==> src/rtl/tcp_rx_notify_reader_pkg.sv <==
// Shared definitions for the TCP echo kernel: notification and packet-bus field
// layout, reader FSM states and the notification-to-metadata helpers.
package tcp_kernel_pkg;
   localparam int DATA_W         = 512;
   localparam int META_W         = 88;
   localparam int BYTES_PER_BEAT = 64;
   localparam int BEAT_SHIFT     = 6;
   localparam int BEAT_CNT_W     = 10;
   localparam int REQ_W          = 32;
   localparam int RX_W           = DATA_W + 1;

   localparam int NOTIF_SESSION_LSB = 0;
   localparam int NOTIF_LEN_LSB     = 16;
   localparam int NOTIF_IP_LSB      = 32;
   localparam int NOTIF_PORT_LSB    = 64;
   localparam int NOTIF_CLOSED_BIT  = 80;
   localparam int NOTIF_RSVD_LSB    = 81;

   localparam int PKT_W          = 601;
   localparam int PKT_DATA_LSB   = 0;
   localparam int PKT_LAST_BIT   = 512;
   localparam int PKT_SESSION_LSB = 513;
   localparam int PKT_LEN_LSB    = 529;
   localparam int PKT_IP_LSB     = 545;
   localparam int PKT_PORT_LSB   = 577;
   localparam int PKT_CLOSED_BIT = 593;

   typedef enum logic [1:0] {
      IDLE = 2'd0,
      REQ  = 2'd1,
      DATA = 2'd2
   } state_t;

   // Packed so that it drops straight into the pkt bus above the last bit.
   typedef struct packed {
      logic        closed;
      logic [15:0] port;
      logic [31:0] ip;
      logic [15:0] length;
      logic [15:0] session;
   } meta_t;

   function automatic meta_t notif_to_meta(input logic [NOTIF_CLOSED_BIT:0] n);
      meta_t m;
      m.session = n[NOTIF_SESSION_LSB +: 16];
      m.length  = n[NOTIF_LEN_LSB +: 16];
      m.ip      = n[NOTIF_IP_LSB +: 32];
      m.port    = n[NOTIF_PORT_LSB +: 16];
      m.closed  = n[NOTIF_CLOSED_BIT];
      return m;
   endfunction

   function automatic logic [BEAT_CNT_W:0] expected_beats(input logic [15:0] len);
      logic [16:0] sum;
      sum = {1'b0, len} + 17'(BYTES_PER_BEAT - 1);
      return sum[16:BEAT_SHIFT];
   endfunction
endpackage

==> src/rtl/tcp_rx_notify_reader_if.sv <==
// Stream bundle between the TCP/IP stack, the notify reader and the packet sender.
interface tcp_rx_notify_reader_if;
   import tcp_kernel_pkg::*;

   logic [META_W-1:0] s_axis_notifications_TDATA;
   logic              s_axis_notifications_TVALID;
   logic              s_axis_notifications_TREADY;
   logic [REQ_W-1:0]  m_axis_read_package_TDATA;
   logic              m_axis_read_package_TVALID;
   logic              m_axis_read_package_TREADY;
   logic [RX_W-1:0]   s_axis_rx_data_TDATA;
   logic              s_axis_rx_data_TVALID;
   logic              s_axis_rx_data_TREADY;
   logic [PKT_W-1:0]  pkt_tx_TDATA;
   logic              pkt_tx_TVALID;
   logic              pkt_tx_TREADY;

   modport master (
      output s_axis_notifications_TDATA, s_axis_notifications_TVALID,
      input  s_axis_notifications_TREADY,
      input  m_axis_read_package_TDATA, m_axis_read_package_TVALID,
      output m_axis_read_package_TREADY,
      output s_axis_rx_data_TDATA, s_axis_rx_data_TVALID,
      input  s_axis_rx_data_TREADY,
      input  pkt_tx_TDATA, pkt_tx_TVALID,
      output pkt_tx_TREADY
   );

   modport slave (
      input  s_axis_notifications_TDATA, s_axis_notifications_TVALID,
      output s_axis_notifications_TREADY,
      output m_axis_read_package_TDATA, m_axis_read_package_TVALID,
      input  m_axis_read_package_TREADY,
      input  s_axis_rx_data_TDATA, s_axis_rx_data_TVALID,
      output s_axis_rx_data_TREADY,
      output pkt_tx_TDATA, pkt_tx_TVALID,
      input  pkt_tx_TREADY
   );
endinterface

==> src/rtl/tcp_rx_notify_reader_reg_slice.sv <==
// One-entry AXI-stream output register; accepts a new beat whenever the held one
// is absent or leaving in the same cycle, so a steady stream sees no bubbles.
module axis_reg_slice #(
   parameter int W = 8
) (
   input  logic         clk,
   input  logic         rst,
   input  logic         in_valid,
   output logic         in_ready,
   input  logic [W-1:0] in_data,
   output logic         out_valid,
   input  logic         out_ready,
   output logic [W-1:0] out_data
);
   logic         valid_reg;
   logic [W-1:0] data_reg;

   assign in_ready  = !valid_reg || out_ready;
   assign out_valid = valid_reg;
   assign out_data  = data_reg;

   always_ff @(posedge clk or posedge rst) begin
      if (rst) begin
         valid_reg <= 1'b0;
         data_reg  <= '0;
      end else if (in_ready) begin
         valid_reg <= in_valid;
         if (in_valid) begin
            data_reg <= in_data;
         end
      end
   end
endmodule

==> src/rtl/tcp_rx_notify_reader.sv <==
// Turns stack notifications into read-package requests and forwards the returned
// payload beats, tagged with the notification metadata, to the packet sender.
module tcp_rx_notify_reader
   import tcp_kernel_pkg::*;
(
   input  logic                   clk,
   input  logic                   rst,
   tcp_rx_notify_reader_if.slave  bus,
   output logic                   err_len_mismatch
);
   state_t                state_reg, state_next;
   meta_t                 meta_reg;
   meta_t                 notif_meta;
   logic [BEAT_CNT_W-1:0] beat_cnt_reg;
   logic                  err_reg;
   logic                  notif_fire;
   logic                  beat_fire;
   logic                  beat_last;
   logic                  slice_in_valid;
   logic                  slice_in_ready;
   logic [PKT_W-1:0]      slice_in_data;
   logic                  unused_reserved;

   assign notif_meta      = notif_to_meta(bus.s_axis_notifications_TDATA[NOTIF_CLOSED_BIT:0]);
   assign unused_reserved = ^bus.s_axis_notifications_TDATA[META_W-1:NOTIF_RSVD_LSB];
   assign beat_last       = bus.s_axis_rx_data_TDATA[DATA_W];

   assign bus.m_axis_read_package_TDATA = {meta_reg.length, meta_reg.session};
   assign err_len_mismatch              = err_reg;

   assign slice_in_data = {{(PKT_W - PKT_CLOSED_BIT - 1){1'b0}}, meta_reg, beat_last,
                           bus.s_axis_rx_data_TDATA[DATA_W-1:0]};

   always_comb begin
      state_next                      = state_reg;
      bus.s_axis_notifications_TREADY = 1'b0;
      bus.m_axis_read_package_TVALID  = 1'b0;
      bus.s_axis_rx_data_TREADY       = 1'b0;
      slice_in_valid                  = 1'b0;
      notif_fire                      = 1'b0;
      beat_fire                       = 1'b0;
      case (state_reg)
         IDLE: begin
            // Not ready while reset is held, even though the state already reads IDLE.
            bus.s_axis_notifications_TREADY = !rst;
            notif_fire = !rst && bus.s_axis_notifications_TVALID;
            if (notif_fire && (notif_meta.length != 16'd0)) begin
               state_next = REQ;
            end
         end
         REQ: begin
            bus.m_axis_read_package_TVALID = 1'b1;
            if (bus.m_axis_read_package_TREADY) begin
               state_next = DATA;
            end
         end
         DATA: begin
            bus.s_axis_rx_data_TREADY = slice_in_ready;
            slice_in_valid = bus.s_axis_rx_data_TVALID;
            beat_fire      = bus.s_axis_rx_data_TVALID && slice_in_ready;
            if (beat_fire && beat_last) begin
               state_next = IDLE;
            end
         end
         default: state_next = IDLE;
      endcase
   end

   always_ff @(posedge clk or posedge rst) begin
      if (rst) begin
         state_reg    <= IDLE;
         meta_reg     <= '0;
         beat_cnt_reg <= '0;
         err_reg      <= 1'b0;
      end else begin
         state_reg <= state_next;
         if (notif_fire) begin
            meta_reg <= notif_meta;
         end
         if (beat_fire) begin
            if (beat_last) begin
               beat_cnt_reg <= '0;
               if (({1'b0, beat_cnt_reg} + 11'd1) != expected_beats(meta_reg.length)) begin
                  err_reg <= 1'b1;
               end
            end else begin
               beat_cnt_reg <= beat_cnt_reg + 1'b1;
            end
         end
      end
   end

   axis_reg_slice #(.W(PKT_W)) u_pkt_slice (
      .clk       (clk),
      .rst       (rst),
      .in_valid  (slice_in_valid),
      .in_ready  (slice_in_ready),
      .in_data   (slice_in_data),
      .out_valid (bus.pkt_tx_TVALID),
      .out_ready (bus.pkt_tx_TREADY),
      .out_data  (bus.pkt_tx_TDATA)
   );
endmodule

==> src/flat_wrapper.sv <==
// flat-port wrapper written by rule: the top's interface ports become plain ports
module tcp_rx_notify_reader_flat import tcp_kernel_pkg::*;
  (clk, rst, err_len_mismatch, bus_s_axis_notifications_TDATA, bus_s_axis_notifications_TVALID, bus_s_axis_notifications_TREADY, bus_m_axis_read_package_TDATA, bus_m_axis_read_package_TVALID, bus_m_axis_read_package_TREADY, bus_s_axis_rx_data_TDATA, bus_s_axis_rx_data_TVALID, bus_s_axis_rx_data_TREADY, bus_pkt_tx_TDATA, bus_pkt_tx_TVALID, bus_pkt_tx_TREADY);
  tcp_rx_notify_reader_if bus_i ();
  input  logic clk;
  input  logic rst;
  output logic err_len_mismatch;
  input wire logic [$bits(bus_i.s_axis_notifications_TDATA)-1:0] bus_s_axis_notifications_TDATA;
  input wire logic [$bits(bus_i.s_axis_notifications_TVALID)-1:0] bus_s_axis_notifications_TVALID;
  output wire logic [$bits(bus_i.s_axis_notifications_TREADY)-1:0] bus_s_axis_notifications_TREADY;
  output wire logic [$bits(bus_i.m_axis_read_package_TDATA)-1:0] bus_m_axis_read_package_TDATA;
  output wire logic [$bits(bus_i.m_axis_read_package_TVALID)-1:0] bus_m_axis_read_package_TVALID;
  input wire logic [$bits(bus_i.m_axis_read_package_TREADY)-1:0] bus_m_axis_read_package_TREADY;
  input wire logic [$bits(bus_i.s_axis_rx_data_TDATA)-1:0] bus_s_axis_rx_data_TDATA;
  input wire logic [$bits(bus_i.s_axis_rx_data_TVALID)-1:0] bus_s_axis_rx_data_TVALID;
  output wire logic [$bits(bus_i.s_axis_rx_data_TREADY)-1:0] bus_s_axis_rx_data_TREADY;
  output wire logic [$bits(bus_i.pkt_tx_TDATA)-1:0] bus_pkt_tx_TDATA;
  output wire logic [$bits(bus_i.pkt_tx_TVALID)-1:0] bus_pkt_tx_TVALID;
  input wire logic [$bits(bus_i.pkt_tx_TREADY)-1:0] bus_pkt_tx_TREADY;
  assign bus_i.s_axis_notifications_TDATA = bus_s_axis_notifications_TDATA;
  assign bus_i.s_axis_notifications_TVALID = bus_s_axis_notifications_TVALID;
  assign bus_s_axis_notifications_TREADY = bus_i.s_axis_notifications_TREADY;
  assign bus_m_axis_read_package_TDATA = bus_i.m_axis_read_package_TDATA;
  assign bus_m_axis_read_package_TVALID = bus_i.m_axis_read_package_TVALID;
  assign bus_i.m_axis_read_package_TREADY = bus_m_axis_read_package_TREADY;
  assign bus_i.s_axis_rx_data_TDATA = bus_s_axis_rx_data_TDATA;
  assign bus_i.s_axis_rx_data_TVALID = bus_s_axis_rx_data_TVALID;
  assign bus_s_axis_rx_data_TREADY = bus_i.s_axis_rx_data_TREADY;
  assign bus_pkt_tx_TDATA = bus_i.pkt_tx_TDATA;
  assign bus_pkt_tx_TVALID = bus_i.pkt_tx_TVALID;
  assign bus_i.pkt_tx_TREADY = bus_pkt_tx_TREADY;
  tcp_rx_notify_reader u_core (.clk(clk), .rst(rst), .bus(bus_i), .err_len_mismatch(err_len_mismatch));
endmodule
==> config.mk <==
export PLATFORM = sky130hd
export DESIGN_NAME = tcp_rx_notify_reader_flat
export DESIGN_NICKNAME = d
export VERILOG_FILES = /design/src/rtl/tcp_rx_notify_reader_pkg.sv /design/src/rtl/tcp_rx_notify_reader_if.sv /design/src/rtl/tcp_rx_notify_reader_reg_slice.sv /design/src/rtl/tcp_rx_notify_reader.sv /design/src/flat_wrapper.sv
export SDC_FILE = /design/constraint.sdc
export NUM_CORES = 2
export LEC_CHECK = 0
export CORE_AREA = 2 2 485 487
export DETAILED_ROUTE_END_ITERATION = 10
export DIE_AREA = 0 0 487 489
export DONT_BUFFER_PORTS = 1
export PLACE_DENSITY = 0.3
export SYNTH_ARGS = -nofsm -noshare
export SYNTH_HDL_FRONTEND = slang
export SYNTH_SLANG_ARGS = --single-unit
export TNS_END_PERCENT = 1
==> constraint.sdc <==
create_clock -name clk -period 27.5 [get_ports clk]
set_input_delay 2.75 -clock clk [delete_from_list [all_inputs] [get_ports clk]]
set_output_delay 2.75 -clock clk [all_outputs]
set_load 0.02 [all_outputs]
# Word-level counts from Yosys, hierarchy flattened
# Index checks and enable logic that the tools add are counted.
[totals] register_bits=689 inputBits=607 output_inout_bits=638 word_cells=42
[classes] add_sub_neg=3 n_eq_ne=6 muxes=11 reduce_logical=12
[ops] cell="$add A16 B6 Y17 const B" n=1
[ops] cell="$reduce_bool A16 Y1" n=1
[ops] cell="$add A10 B1 Y11 const B" n=1
[ops] cell="$ne A11 B11 Y1" n=1
[ops] cell="$add A10 B1 Y10 const B" n=1
[ops] cell="$mux W10" n=1
[ops] cell="$mux W1" n=6
[ops] cell="$mux W2" n=3
[ops] cell="$pmux W2 S3" n=1
[ops] cell="$reduce_and A3 Y1" n=2
[ops] cell="$logic_and A1 B1 Y1" n=4
[ops] cell="$ne A2 B1 Y1 const B" n=2
[ops] cell="$eq A2 B1 Y1 const B" n=1
[ops] cell="$eq A2 B2 Y1 const B" n=1
[ops] cell="$logic_not A1 Y1" n=2
[ops] cell="$logic_not A2 Y1" n=1
[ops] cell="$ne A2 B2 Y1 const B" n=1
[ops] cell="$reduce_and A2 Y1" n=1
[ops] cell="$logic_or A1 B1 Y1" n=1

# Depth between registers and ports, before layout
[logic_depth] ltp_word=6 ltp_mapped=7

# By module
# A second synthesis with hierarchy kept.
[hier_totals] hier_cells=1621 hier_area_um2=29243.0
[by_module_without_submodules] mod="axis_reg_slice" instances=1 cells_per_inst=1273 area_each_um2=24842.6 seq_area_each_um2=15064.4
[by_module_without_submodules] mod="tcp_rx_notify_reader" instances=1 cells_per_inst=348 area_each_um2=4400.5 seq_area_each_um2=2352.3

# Worst setup path after synthesis
# Ideal clock, no wire load.
[synth_timing] kind="in2out" from="input rst" to="output bus_s_axis_notifications_TREADY" arrival_time_ns=3.236 t_required_ns=24.750 path_slack_ns=21.514 stages=1 path_buffers=0 cell_sequence="nor3_1"
[synth_via] elab_chain_cells=2
[synth_rtl] item="from (decl)" line="flat_wrapper.sv:6" text="input logic rst;"
[synth_rtl] item="$logic_not A1 Y1" line="tcp_rx_notify_reader.sv:45" text="bus.s_axis_notifications_TREADY = !rst;"
[synth_rtl] item="$mux W1" line="tcp_rx_notify_reader.sv:42" text="case (state_reg)"
[synth_rtl] item="to (decl)" line="flat_wrapper.sv:10" text="output wire logic [$bits(bus_i.s_axis_notifications_TREADY)-1:0] bus_s_axis_notifications_TREADY;"
# Every way passes these cells.

# Worst setup path in the final report
[layout_timing] from="input bus_pkt_tx_TREADY" to="register u_core.u_pkt_slice.data_reg[134], in the netlist u_core.u_pkt_slice.out_data[134]"
[layout_via] elab_chain_cells=2
[layout_rtl] item="from (decl)" line="flat_wrapper.sv:19" text="input wire logic [$bits(bus_i.pkt_tx_TREADY)-1:0] bus_pkt_tx_TREADY;"
[layout_rtl] item="$logic_or A1 B1 Y1" line="tcp_rx_notify_reader_reg_slice.sv:18" text="assign in_ready = !valid_reg || out_ready;"
[layout_rtl] item="$reduce_and A2 Y1 (no line)"
[layout_rtl] item="to (signal assigned)" line="tcp_rx_notify_reader_reg_slice.sv:29" text="data_reg <= in_data;"
[layout_rtl] item="to (decl)" line="tcp_rx_notify_reader_reg_slice.sv:16" text="logic [W-1:0] data_reg;"
# Every way passes these cells.
# A chain may end at the register's enable or synchronous reset.

==> results.sh <==
export IMPL_status="complete, no violations"
export IMPL_timing_setup_tns_ns=0
export IMPL_drt_iter0_markers=996
export IMPL_leakage_nw=15.81
export IMPL_switching_share_pct=45.78
export IMPL_p_switching_mw=2.065
export IMPL_dr_pass1_iters=5
export IMPL_synth_edf_count=0
export IMPL_yosys_warnings=0
export IMPL_grtUsageMet3_pct=7.006
export IMPL_ios=1245
export IMPL_post_drt_via_cell_ratio=3.263
export IMPL_p_per_area_nw_per_um2=136.7
export IMPL_h_tree_depth=3
export IMPL_grt_pass1_vias=19845
export IMPL_postRouteAntennaNets=0
export IMPL_fin_crit_sh_pct=23.54
export IMPL_portBuffers=0
export IMPL_pwr_share_clk_pct=26.8
export IMPL_p_int_mw=2.446
export IMPL_dp_cells=5786
export IMPL_timing_fmax_mhz=154.4
export IMPL_fp_dieH_um=489
export IMPL_die_w_um=487
export IMPL_synth_ff_type="dfrtp_1"
export IMPL_grt_use_met2_pct=18.31
export IMPL_cts_hold_buf=0
export IMPL_seqPwrFrac_pct=56.6
export IMPL_use_met1_pct=11.55
export IMPL_syn_cell_area_um2=26780
export IMPL_worstPathRequired_ns=28.12
export IMPL_grt_most_used_layer="met2"
export IMPL_final_hold_viol_count=0
export IMPL_tightest_slew_ns=0.9919
export IMPL_r2r_end="u_core.u_pkt_slice.out_data[134]$_DFFE_PP0P_"
export IMPL_yosysUniqueCellTypes=61
export IMPL_drive_gt1_share_pct=9.522
export IMPL_p_comb_share_pct=16.6
export IMPL_reg2reg_depth=8
export IMPL_hold_class="reg2reg"
export IMPL_synthArstFlopShare_pct=100.0
export IMPL_cp_max_fo=75
export IMPL_cp_end_kind="register"
export IMPL_cts_root_buffer="clkbuf_16"
export IMPL_insertion_delay_ns=0.73
export IMPL_grt_overflow_total=0
export IMPL_post_cts_resized=0
export IMPL_grt_pass1_wl_mm=183.1
export IMPL_syn_inst=2879
export IMPL_rsz0062_at_grt="no"
export IMPL_track_usage_pct=11.22
export IMPL_ys_ff_latch=689
export IMPL_post_cts_buffers=0
export IMPL_cp_start_kind="primary input"
export IMPL_start_util_pct=11.46
export IMPL_cts_tree="done"
export IMPL_hold_ws_ns=0.4611
export IMPL_crit_reg2reg_launch="u_core.state_reg[0]$_DFFE_PP0P_"
export IMPL_dpl_hpwl_mm=111.6
export IMPL_wl_mm=139.6
export IMPL_worstSetupEndpoint="u_core.u_pkt_slice.out_data[134]$_DFFE_PP0P_"
export IMPL_area_growth_synth_to_final_pct=23.19
export IMPL_dieArea_um2=238100
export IMPL_tritoncts_num_buffers=88
export IMPL_cts_sinks=689
export IMPL_path_clk_slew_ns=0.05
export IMPL_ir_worst_vdd_mv=0.05006
export IMPL_finalSetupViolCount=0
export IMPL_grt_start_max_net_pins=140
export IMPL_drv_cap=0
export IMPL_ys_seq_area_share_pct=64.37
export IMPL_final_common_cell="nand2_1"
export IMPL_rows=178
export IMPL_cp_arrival_ns=7.10
export IMPL_design_core_area_um2=233600
export IMPL_layout_min_cycle_time_ns=6.475
export IMPL_drc=0
export IMPL_largest_register_ffs=594
export IMPL_syn_area_per_cell_um2=9.303
export IMPL_ff2ff_setup_slack_ns=22.49
export IMPL_gp_congestion=0.8206
export IMPL_clock_path_buffers=3
export IMPL_fin_nets=3424
export IMPL_finalNonFillerCells=5967
export IMPL_wl_per_cell_um=23.40
export IMPL_startpoint="bus_pkt_tx_TREADY"
export IMPL_clock_skew_ns=0.06795
export IMPL_drv_slew=0
export IMPL_vias=19471
export IMPL_antenna_found_initial=87
export IMPL_final_cell_mix="nand2_1, dfrtp_1, clkbuf_16"
export IMPL_critPathKind="in2reg"
export IMPL_slew_headroom_pct=33.87
[final cells by class]
cell class | count | area, um2
Antenna cell | 19 | 47.55
Clock buffer | 133 | 2571
Clock inverter | 29 | 416.7
Fill cell | 26462 | 200600
Inverter | 5 | 26.28
Multi-Input combinational cell | 2003 | 8608
Sequential cell | 689 | 17240
Tap cell | 3060 | 3829
Timing Repair Buffer | 29 | 255.2
[critical path, cell delays in order]
cell,delay (ns)
nand2b_1,0.22
and3_4,0.88
buf_4,0.55
buf_4,0.61
buf_4,0.65
buf_4,0.65
nand2_1,0.38
nand2_1,0.13
[through the flow]
step,util (%),setup slack (ns),instance area [um2],power (mW)
floorplan,-,5.432,26810,2.892
global placement,12.82,20.05,29960,3.361
detailed placement,12.82,20.06,29960,3.367
CTS,14.10,20.88,32950,4.626
global route,14.11,20.45,32970,4.803
finish,14.12,21.03,33000,4.511
[routing by layer]
layer / part of all wire (%) / up-vias
met3: 14 / 267
li1: - / 8720
met1: 35 / 9360
met5: 0.24 / -
met2: 47 / 1070
met4: 3.8 / 54
[power by group through the flow]
stage	Sequential [mW]	Clock, mW	Combinational [mW]
6_report	2.55	1.21	0.750
5_1_grt	2.61	1.30	0.885
4_1_cts	2.58	1.27	0.777
3_5_place_dp	2.59	0	0.779
3_3_place_gp	2.60	0	0.756
2_1_floorplan	2.22	0	0.675
[logic make-up after synthesis]
family / Yosys count / share of synthesized area [%]
adder cells (fa/ha/maj): 1 / 0.04671
multiplexers: 81 / 3.405
AND/OR/NAND/NOR: 1856 / 26.75
other: 1 / 0.01400
AO/OA/AOI/OAI: 44 / 1.215
XOR/XNOR: 14 / 0.5513
flip-flops: 689 / 64.37
buffers and inverters: 193 / 3.648
[worst min-delay path by stage]
stage,start,to,slack [ns],cells past startpoint
floorplan,u_core.meta_reg[32]$_DFFE_PP0P_,u_core.u_pkt_slice.out_data[545]$_DFFE_PP0P_,0.43,2
detailed placement,u_core.meta_reg[51]$_DFFE_PP0P_,u_core.u_pkt_slice.out_data[564]$_DFFE_PP0P_,0.45,2
CTS,u_core.meta_reg[68]$_DFFE_PP0P_,u_core.u_pkt_slice.out_data[581]$_DFFE_PP0P_,0.46,2
global route,u_core.meta_reg[79]$_DFFE_PP0P_,u_core.u_pkt_slice.out_data[592]$_DFFE_PP0P_,0.47,2
finish,u_core.meta_reg[38]$_DFFE_PP0P_,u_core.u_pkt_slice.out_data[551]$_DFFE_PP0P_,0.46,2
global placement,u_core.meta_reg[32]$_DFFE_PP0P_,u_core.u_pkt_slice.out_data[545]$_DFFE_PP0P_,0.44,2
[cells in the mapped netlist (4+ instances only)]
library cell | count | area share [%]
clkbuf_1 | 100 | 1.4
nand3_1 | 9 | 0.17
nand4_1 | 4 | 0.093
xnor2_1 | 9 | 0.29
mux2_2 | 81 | 3.4
nor4_1 | 6 | 0.14
buf_2 | 42 | 0.78
buf_6 | 4 | 0.17
o21ai_0 | 11 | 0.21
nand2_1 | 1795 | 25
dfrtp_1 | 689 | 64
buf_4 | 40 | 1.1
inv_1 | 5 | 0.070
nor2_1 | 4 | 0.056
a21oi_1 | 8 | 0.15
a31oi_1 | 4 | 0.093
nor3_1 | 9 | 0.17
Note: power is estimated with default switching activity, not from simulation.
